## config.mk

```make
export PLATFORM = sky130hd
export DESIGN_NAME = bus_datapath_engine_flat
export DESIGN_NICKNAME = d
export VERILOG_FILES = /design/src/rtl/bus_datapath_engine_if.sv /design/src/rtl/bus_datapath_engine.sv /design/src/flat_wrapper.sv
export SDC_FILE = /design/constraint.sdc
export NUM_CORES = 2
export LEC_CHECK = 0
export BUFFER_PORTS_ARGS = -buffer_cell sky130_fd_sc_hd__buf_2
export CORE_AREA = 3 3 424 426
export DETAILED_ROUTE_END_ITERATION = 10
export DIE_AREA = 0 0 427 429
export PLACE_DENSITY_LB_ADDON = 0.08
export RECOVER_POWER = 25
export SLEW_MARGIN = 20
export SYNTH_ARGS = -nofsm -noshare
export SYNTH_HDL_FRONTEND = slang
export SYNTH_SLANG_ARGS = --single-unit
```

## constraint.sdc

```tcl
create_clock -name clock -period 34.5 [get_ports clock]
set_input_delay 6.9 -clock clock [delete_from_list [all_inputs] [get_ports clock]]
set_output_delay 6.9 -clock clock [all_outputs]
set_load 0.02 [all_outputs]
```

## src/rtl/bus_datapath_engine_if.sv

```systemverilog
// Command/bus bundle for bus_datapath_engine: command handshake, I/O ports,
// completion pulses and debug read-back, with master/slave views.
interface bus_datapath_engine_if #(
  parameter int DATA_W = 32,
  parameter int NREGS  = 16,
  parameter int IMM_W  = 19
);
  localparam int AW = $clog2(NREGS);

  logic              cmd_valid;
  logic              cmd_ready;
  logic [4:0]        cmd_op;
  logic [AW-1:0]     cmd_ra;
  logic [AW-1:0]     cmd_rb;
  logic [AW-1:0]     cmd_rc;
  logic [IMM_W-1:0]  cmd_imm;
  logic [DATA_W-1:0] in_data;
  logic [DATA_W-1:0] out_port;
  logic              done;
  logic              err;
  logic              div0;
  logic [AW-1:0]     dbg_addr;
  logic [DATA_W-1:0] dbg_data;
  logic [DATA_W-1:0] dbg_hi;
  logic [DATA_W-1:0] dbg_lo;

  modport slave (
    input  cmd_valid, cmd_op, cmd_ra, cmd_rb, cmd_rc, cmd_imm, in_data, dbg_addr,
    output cmd_ready, out_port, done, err, div0, dbg_data, dbg_hi, dbg_lo
  );

  modport master (
    output cmd_valid, cmd_op, cmd_ra, cmd_rb, cmd_rc, cmd_imm, in_data, dbg_addr,
    input  cmd_ready, out_port, done, err, div0, dbg_data, dbg_hi, dbg_lo
  );
endinterface

```

## src/rtl/bus_datapath_engine.sv

```systemverilog
// Register file plus HI/LO/Y/Z datapath sequenced by a micro-step controller:
// one ALU command per handshake, multi-cycle signed Booth MUL and restoring DIV.
module bus_datapath_engine #(
  parameter int DATA_W  = 32,
  parameter int NREGS   = 16,
  parameter int IMM_W   = 19,
  parameter bit ZERO_R0 = 1'b1
) (
  input  logic                 clock,
  input  logic                 reset,
  bus_datapath_engine_if.slave bus
);
  localparam int AW = $clog2(NREGS);
  localparam int SW = $clog2(DATA_W);
  localparam logic [SW-1:0] LAST_ITER = SW'(DATA_W - 1);

  localparam logic [4:0] OP_ADD  = 5'd0,  OP_SUB  = 5'd1,  OP_AND  = 5'd2,  OP_OR   = 5'd3;
  localparam logic [4:0] OP_SHR  = 5'd4,  OP_SHRA = 5'd5,  OP_SHL  = 5'd6,  OP_ROR  = 5'd7;
  localparam logic [4:0] OP_ROL  = 5'd8,  OP_ADDI = 5'd9,  OP_ANDI = 5'd10, OP_ORI  = 5'd11;
  localparam logic [4:0] OP_MUL  = 5'd12, OP_DIV  = 5'd13, OP_NEG  = 5'd14, OP_NOT  = 5'd15;
  localparam logic [4:0] OP_MFHI = 5'd16, OP_MFLO = 5'd17, OP_IN   = 5'd18, OP_OUT  = 5'd19;

  typedef enum logic [2:0] {S_IDLE, S_LOADY, S_EXEC, S_WB, S_WB_LO, S_WB_HI} state_t;

  state_t            state_q, state_d;
  logic [4:0]        op_q;
  logic [AW-1:0]     ra_q, rb_q, rc_q;
  logic [IMM_W-1:0]  imm_q;
  logic [DATA_W-1:0] regs_q [NREGS];
  logic [DATA_W-1:0] y_q, zHigh_q, zLow_q, hi_q, lo_q, outPort_q;
  logic              zExt_q, qm1_q;
  logic [SW-1:0]     iter_q;
  logic              done_q, err_q, div0_q;

  logic              cmdReady, doneD, errD, div0D;
  logic [DATA_W-1:0] regY, regB, immExt, opB, aluOut;
  logic [SW-1:0]     shamt;
  logic              isImm, isIllegal, divZero, wrAllowed;
  logic [DATA_W:0]   mulAcc, mulM, mulSum;
  logic [DATA_W-1:0] divMag, dividendMag, remShift, remNext, quoNext, quoFinal, remFinal;
  logic              divGeq;

  // Operand fetch; R0 reads as zero when hardwired.
  assign regY      = (ZERO_R0 && rb_q == '0) ? '0 : regs_q[rb_q];
  assign regB      = (ZERO_R0 && rc_q == '0) ? '0 : regs_q[rc_q];
  assign immExt    = DATA_W'($signed(imm_q));
  assign isImm     = (op_q == OP_ADDI) || (op_q == OP_ANDI) || (op_q == OP_ORI);
  assign opB       = isImm ? immExt : regB;
  assign shamt     = opB[SW-1:0];
  assign isIllegal = (op_q > OP_OUT);
  assign divZero   = (regB == '0);
  assign wrAllowed = !(ZERO_R0 && ra_q == '0);

  always_comb begin
    aluOut = '0;
    case (op_q)
      OP_ADD, OP_ADDI: aluOut = y_q + opB;
      OP_SUB:          aluOut = y_q - opB;
      OP_AND, OP_ANDI: aluOut = y_q & opB;
      OP_OR,  OP_ORI:  aluOut = y_q | opB;
      OP_SHR:          aluOut = y_q >> shamt;
      OP_SHRA:         aluOut = $unsigned($signed(y_q) >>> shamt);
      OP_SHL:          aluOut = y_q << shamt;
      OP_ROR:          aluOut = (y_q >> shamt) | (y_q << (DATA_W - int'(shamt)));
      OP_ROL:          aluOut = (y_q << shamt) | (y_q >> (DATA_W - int'(shamt)));
      OP_NEG:          aluOut = -y_q;
      OP_NOT:          aluOut = ~y_q;
      OP_MFHI:         aluOut = hi_q;
      OP_MFLO:         aluOut = lo_q;
      OP_OUT:          aluOut = y_q;
      default:         aluOut = '0;
    endcase
  end

  // Radix-2 Booth step; the extra accumulator bit absorbs the most-negative multiplicand.
  always_comb begin
    mulAcc = {zExt_q, zHigh_q};
    mulM   = {y_q[DATA_W-1], y_q};
    case ({zLow_q[0], qm1_q})
      2'b01:   mulSum = mulAcc + mulM;
      2'b10:   mulSum = mulAcc - mulM;
      default: mulSum = mulAcc;
    endcase
  end

  // Restoring division on magnitudes, signs restored on the final iteration.
  assign divMag      = regB[DATA_W-1] ? -regB : regB;
  assign dividendMag = regY[DATA_W-1] ? -regY : regY;
  assign remShift    = {zHigh_q[DATA_W-2:0], zLow_q[DATA_W-1]};
  assign divGeq      = (remShift >= divMag);
  assign remNext     = divGeq ? (remShift - divMag) : remShift;
  assign quoNext     = {zLow_q[DATA_W-2:0], divGeq};
  assign quoFinal    = (y_q[DATA_W-1] ^ regB[DATA_W-1]) ? -quoNext : quoNext;
  assign remFinal    = y_q[DATA_W-1] ? -remNext : remNext;

  always_ff @(posedge clock or posedge reset) begin
    if (reset) state_q <= S_IDLE;
    else       state_q <= state_d;
  end

  always_comb begin
    state_d  = state_q;
    cmdReady = 1'b0;
    doneD    = 1'b0;
    errD     = 1'b0;
    div0D    = 1'b0;
    case (state_q)
      S_IDLE: begin
        cmdReady = 1'b1;
        if (bus.cmd_valid) state_d = S_LOADY;
      end
      S_LOADY: state_d = S_EXEC;
      S_EXEC: begin
        if (op_q == OP_MUL) begin
          if (iter_q == LAST_ITER) state_d = S_WB_LO;
        end else if (op_q == OP_DIV) begin
          if (divZero || iter_q == LAST_ITER) state_d = S_WB_LO;
        end else begin
          state_d = S_WB;
        end
      end
      S_WB: begin
        state_d = S_IDLE;
        doneD   = 1'b1;
        errD    = isIllegal;
      end
      S_WB_LO: state_d = S_WB_HI;
      S_WB_HI: begin
        state_d = S_IDLE;
        doneD   = 1'b1;
        div0D   = (op_q == OP_DIV) && divZero;
      end
      default: state_d = S_IDLE;
    endcase
  end

  always_ff @(posedge clock or posedge reset) begin
    if (reset) begin
      for (int i = 0; i < NREGS; i++) regs_q[i] <= '0;
      op_q <= '0; ra_q <= '0; rb_q <= '0; rc_q <= '0; imm_q <= '0;
      y_q <= '0; zHigh_q <= '0; zLow_q <= '0; zExt_q <= 1'b0; qm1_q <= 1'b0;
      hi_q <= '0; lo_q <= '0; outPort_q <= '0; iter_q <= '0;
      done_q <= 1'b0; err_q <= 1'b0; div0_q <= 1'b0;
    end else begin
      done_q <= doneD;
      err_q  <= errD;
      div0_q <= div0D;
      case (state_q)
        S_IDLE: begin
          if (bus.cmd_valid) begin
            op_q  <= bus.cmd_op;
            ra_q  <= bus.cmd_ra;
            rb_q  <= bus.cmd_rb;
            rc_q  <= bus.cmd_rc;
            imm_q <= bus.cmd_imm;
          end
        end
        S_LOADY: begin
          y_q    <= regY;
          iter_q <= '0;
          zExt_q <= 1'b0;
          qm1_q  <= 1'b0;
          if (op_q == OP_MUL) begin
            zHigh_q <= '0;
            zLow_q  <= regB;
          end else if (op_q == OP_DIV) begin
            zHigh_q <= '0;
            zLow_q  <= dividendMag;
          end
        end
        S_EXEC: begin
          if (op_q == OP_MUL) begin
            zExt_q  <= mulSum[DATA_W];
            zHigh_q <= mulSum[DATA_W:1];
            zLow_q  <= {mulSum[0], zLow_q[DATA_W-1:1]};
            qm1_q   <= zLow_q[0];
            iter_q  <= iter_q + SW'(1);
          end else if (op_q == OP_DIV) begin
            if (divZero) begin
              zHigh_q <= y_q;
              zLow_q  <= '1;
            end else if (iter_q == LAST_ITER) begin
              zHigh_q <= remFinal;
              zLow_q  <= quoFinal;
            end else begin
              zHigh_q <= remNext;
              zLow_q  <= quoNext;
              iter_q  <= iter_q + SW'(1);
            end
          end else begin
            zLow_q <= aluOut;
          end
        end
        S_WB: begin
          if (!isIllegal) begin
            if (op_q == OP_OUT)  outPort_q      <= zLow_q;
            else if (wrAllowed)  regs_q[ra_q]   <= (op_q == OP_IN) ? bus.in_data : zLow_q;
          end
        end
        S_WB_LO: lo_q <= zLow_q;
        S_WB_HI: hi_q <= zHigh_q;
        default: ;
      endcase
    end
  end

  assign bus.cmd_ready = cmdReady;
  assign bus.done      = done_q;
  assign bus.err       = err_q;
  assign bus.div0      = div0_q;
  assign bus.out_port  = outPort_q;
  assign bus.dbg_hi    = hi_q;
  assign bus.dbg_lo    = lo_q;
  assign bus.dbg_data  = (ZERO_R0 && bus.dbg_addr == '0) ? '0 : regs_q[bus.dbg_addr];
endmodule

```

## src/flat_wrapper.sv

```systemverilog
// flat-port wrapper written by rule: the top's interface ports become plain ports
module bus_datapath_engine_flat 
#(
  parameter int DATA_W  = 32,
  parameter int NREGS   = 16,
  parameter int IMM_W   = 19,
  parameter bit ZERO_R0 = 1'b1
)
  (clock, reset, bus_cmd_valid, bus_cmd_op, bus_cmd_ra, bus_cmd_rb, bus_cmd_rc, bus_cmd_imm, bus_in_data, bus_dbg_addr, bus_cmd_ready, bus_out_port, bus_done, bus_err, bus_div0, bus_dbg_data, bus_dbg_hi, bus_dbg_lo);
  bus_datapath_engine_if #(.DATA_W(DATA_W), .NREGS(NREGS), .IMM_W(IMM_W)) bus_i ();
  input  logic clock;
  input  logic reset;
  input wire logic [$bits(bus_i.cmd_valid)-1:0] bus_cmd_valid;
  input wire logic [$bits(bus_i.cmd_op)-1:0] bus_cmd_op;
  input wire logic [$bits(bus_i.cmd_ra)-1:0] bus_cmd_ra;
  input wire logic [$bits(bus_i.cmd_rb)-1:0] bus_cmd_rb;
  input wire logic [$bits(bus_i.cmd_rc)-1:0] bus_cmd_rc;
  input wire logic [$bits(bus_i.cmd_imm)-1:0] bus_cmd_imm;
  input wire logic [$bits(bus_i.in_data)-1:0] bus_in_data;
  input wire logic [$bits(bus_i.dbg_addr)-1:0] bus_dbg_addr;
  output wire logic [$bits(bus_i.cmd_ready)-1:0] bus_cmd_ready;
  output wire logic [$bits(bus_i.out_port)-1:0] bus_out_port;
  output wire logic [$bits(bus_i.done)-1:0] bus_done;
  output wire logic [$bits(bus_i.err)-1:0] bus_err;
  output wire logic [$bits(bus_i.div0)-1:0] bus_div0;
  output wire logic [$bits(bus_i.dbg_data)-1:0] bus_dbg_data;
  output wire logic [$bits(bus_i.dbg_hi)-1:0] bus_dbg_hi;
  output wire logic [$bits(bus_i.dbg_lo)-1:0] bus_dbg_lo;
  assign bus_i.cmd_valid = bus_cmd_valid;
  assign bus_i.cmd_op = bus_cmd_op;
  assign bus_i.cmd_ra = bus_cmd_ra;
  assign bus_i.cmd_rb = bus_cmd_rb;
  assign bus_i.cmd_rc = bus_cmd_rc;
  assign bus_i.cmd_imm = bus_cmd_imm;
  assign bus_i.in_data = bus_in_data;
  assign bus_i.dbg_addr = bus_dbg_addr;
  assign bus_cmd_ready = bus_i.cmd_ready;
  assign bus_out_port = bus_i.out_port;
  assign bus_done = bus_i.done;
  assign bus_err = bus_i.err;
  assign bus_div0 = bus_i.div0;
  assign bus_dbg_data = bus_i.dbg_data;
  assign bus_dbg_hi = bus_i.dbg_hi;
  assign bus_dbg_lo = bus_i.dbg_lo;
  bus_datapath_engine #(.DATA_W(DATA_W), .NREGS(NREGS), .IMM_W(IMM_W), .ZERO_R0(ZERO_R0)) u_core (.clock(clock), .reset(reset), .bus(bus_i));
endmodule
```

==> out/results.tsv <==
stage	metric	value	unit
grt	grt_use_met2	0.519	
setup_path	rr_worst_depth	30	
outcome	failed_checks	capacitance limit, slew limit	
clocking	cts_made_buffers	96	
setup_path	crit_end	bus_dbg_data[29]	
clocking	clk_path_buf_depth	3	
synth	synth-seq-cells	753	
synth	yosys-top-cells-area	dfrtp_1 (31%), mux4_2 (15%), o21ai_0 (5.0%), a21oi_1 (4.5%), mux2i_1 (4.5%)	
floorplan	die_w	427	um
setup_path	worstReg2RegStart	u_core.rc_q[1]	
place	place.gp.congestion	1.10	
synth	synth-edff-count	0	
synth	synth_top_area_share	0.306	
synth	netlist_top_cells_count	dfrtp_1 (753), nand2_1 (732), nor2_1 (649)	
clocking	root_buffer	clkbuf_16	
clocking	path_clk_slew	50	ps
sta	period_needed	16940	ps
sta	clock-skew-final	60.2	ps
sta	post-route-period-util	0.491	
synth	syn_nets	6908	
clocking	cts_setup_buffers	0	
clocking	post_cts_resized	0	
layout	area_growth	11.8	%
floorplan	core	176000	sq um
setup_path	cp-startpoint	bus_dbg_addr[0]	
grt	grt_max_degree	122	
synth	synth_largest_area_cell	dfrtp_1	
route	drc	0	
outcome	outcome	finished with violations	
sta	tns	0	ps
floorplan	dieArea	183000	sq um
setup_path	worst_setup_path_end_kind	primary output	
synth	yosysWarnings	0	
synth	avgSynthCellArea	9.15	sq um
floorplan	initial_core_util	0.349	
sta	rsz0062_at_grt	no	
grt	antenna_found_initial	19	
place	io_buffers	206	
synth	synth_cell_types	103	
clocking	clk_latency	790	ps
clocking	htree_levels	3	
grt	grt_use_total	0.350	
grt	use_met1	0.474	
sta	drv_slew	551	
clocking	cts_tree	done	
setup_path	critPathLaunchType	input pin	
setup_path	reg2reg_to	u_core.zLow_q[30]	
clocking	cts.sinks	753	
sta	hold_viol_final	0	
synth	synthCells	6723	
synth	synthFlopType	dfrtp_1	
sta	tightest_slew	5450	ps
route	dr.pass1.iters	7	
setup_path	cp_max_fo	82	
synth	seq_area_frac_synth	0.306	
clocking	ctsHoldBuffers	0	
layout	final_layout_size_suffix_gt1_frac	0.200	
route	drt_wl_total	328000	um
route	wl_per_cell	36.0	um
route	drt_iter0_drc	7537	
grt	grt_pass1_wl	457000	um
min_path	hold_class	flip-flop to flip-flop	
setup_path	crit_type	input pin to primary output	
route	viasPerCell	6.51	
floorplan	fp.dieH	429	um
place	place.detailed.hpwl	236000	um
setup_path	critPathRequiredTime	27600	ps
route	ant_nets	0	
sta	fmax	59.0	MHz
floorplan	std_cell_rows	154	
synth	yosysMostFrequentCell	dfrtp_1	
sta	setup_viol	0	
grt	first_global_vias	55700	
grt	use_met3	0.0718	
grt	grt.busiest_layer	met2	
setup_path	r2r_slack	19740	ps
sta	slew_headroom	-2.63	
job	maxCapViolCount	14	
grt	globalRouteOverflowTotal	0	
setup_path	crit_arrival	10040	ps
layout	fin_nets	6850	
synth	async_flop_share	1.00	
synth	syn_area	61500	sq um
floorplan	io_pins	207	
route	route.vias.total	59300	
flip-flops by register name, summed over array words and instances (netlist names), 3 cells and up:
register             count
u_core.bus.dbg_hi       32
u_core.bus.dbg_lo       32
u_core.bus.out_port     32
u_core.imm_q            19
u_core.iter_q            5
u_core.op_q              5
u_core.ra_q              4
u_core.rb_q              4
u_core.rc_q              4
u_core.regs_q          512
u_core.state_q           3
u_core.y_q              32
u_core.zHigh_q          32
u_core.zLow_q           32
per-layer routing:
metal  part of all wire  routed length (um)
met2               0.43              142000
met4              0.067               21800
met5            0.00035                 115
met1               0.41              135000
met3              0.086               28100
how the worst min path moves through the flow:
stage,cells after the start,to,startpoint
3_5_place_dp,0,u_core.regs_q[503],u_core.regs_q[503]
3_3_place_gp,0,u_core.regs_q[504],u_core.regs_q[504]
5_1_grt,0,u_core.regs_q[482],u_core.regs_q[482]
6_report,0,u_core.regs_q[497],u_core.regs_q[497]
2_1_floorplan,1,u_core.regs_q[482],u_core.regs_q[482]
4_1_cts,0,u_core.regs_q[482],u_core.regs_q[482]
critical path: stages:
cell     delay (ps)
buf_8           670
buf_4           880
mux4_2          610
mux4_2          540
nor2b_1         170
buf_2           180
layout by cell type, fill, tap and decap left out, types with 98 or more instances in the layout:
cell and n:
nor3_1 120, nor2_1 638, mux2_2 217, nand3_1 103, xor2_1 98, mux4_2 419
buf_2 193, mux2i_1 272, a21oi_1 559, dfrtp_1 746, buf_4 225, nand2_1 725
o21ai_0 609, ha_1 105, xnor2_1 137
cell families after synthesis:
family / after synthesis / share of synthesized area
muxes: 925 / 0.243
and+or+nand+nor: 2011 / 0.147
DFF: 753 / 0.306
AOI/OAI and AO/OA: 1990 / 0.202
adders and majority gates: 117 / 0.0239
xor gates and xnor gates: 237 / 0.0337
buffers and inverters: 690 / 0.0446
stage by stage:
step	util	worst slack, ps	area (sq um)	hold slack (ps)	std cells
5_1_grt	0.390	17260	68700	429	9086
3_3_place_gp	0.371	17490	65300	401	8906
6_report	0.391	17560	68800	419	9101
2_1_floorplan	-	6470	61500	455	6723
4_1_cts	0.391	17390	68900	418	9086
3_5_place_dp	0.371	17400	65300	405	8907
cell type report:
cell class	count	area, sq um
diodes	15	37.5
clock buffers	134	2800
clock inverters	45	782
fillers	17800	107000
inverters	64	243
multi-input cells	5280	40200
flip-flops and latches	753	18900
well taps	2340	2930
repair buffers	470	2900
Power is left out: the tool's default activity adds up to more than one toggle a clock period on the data nets, which glitch-free logic cannot reach.
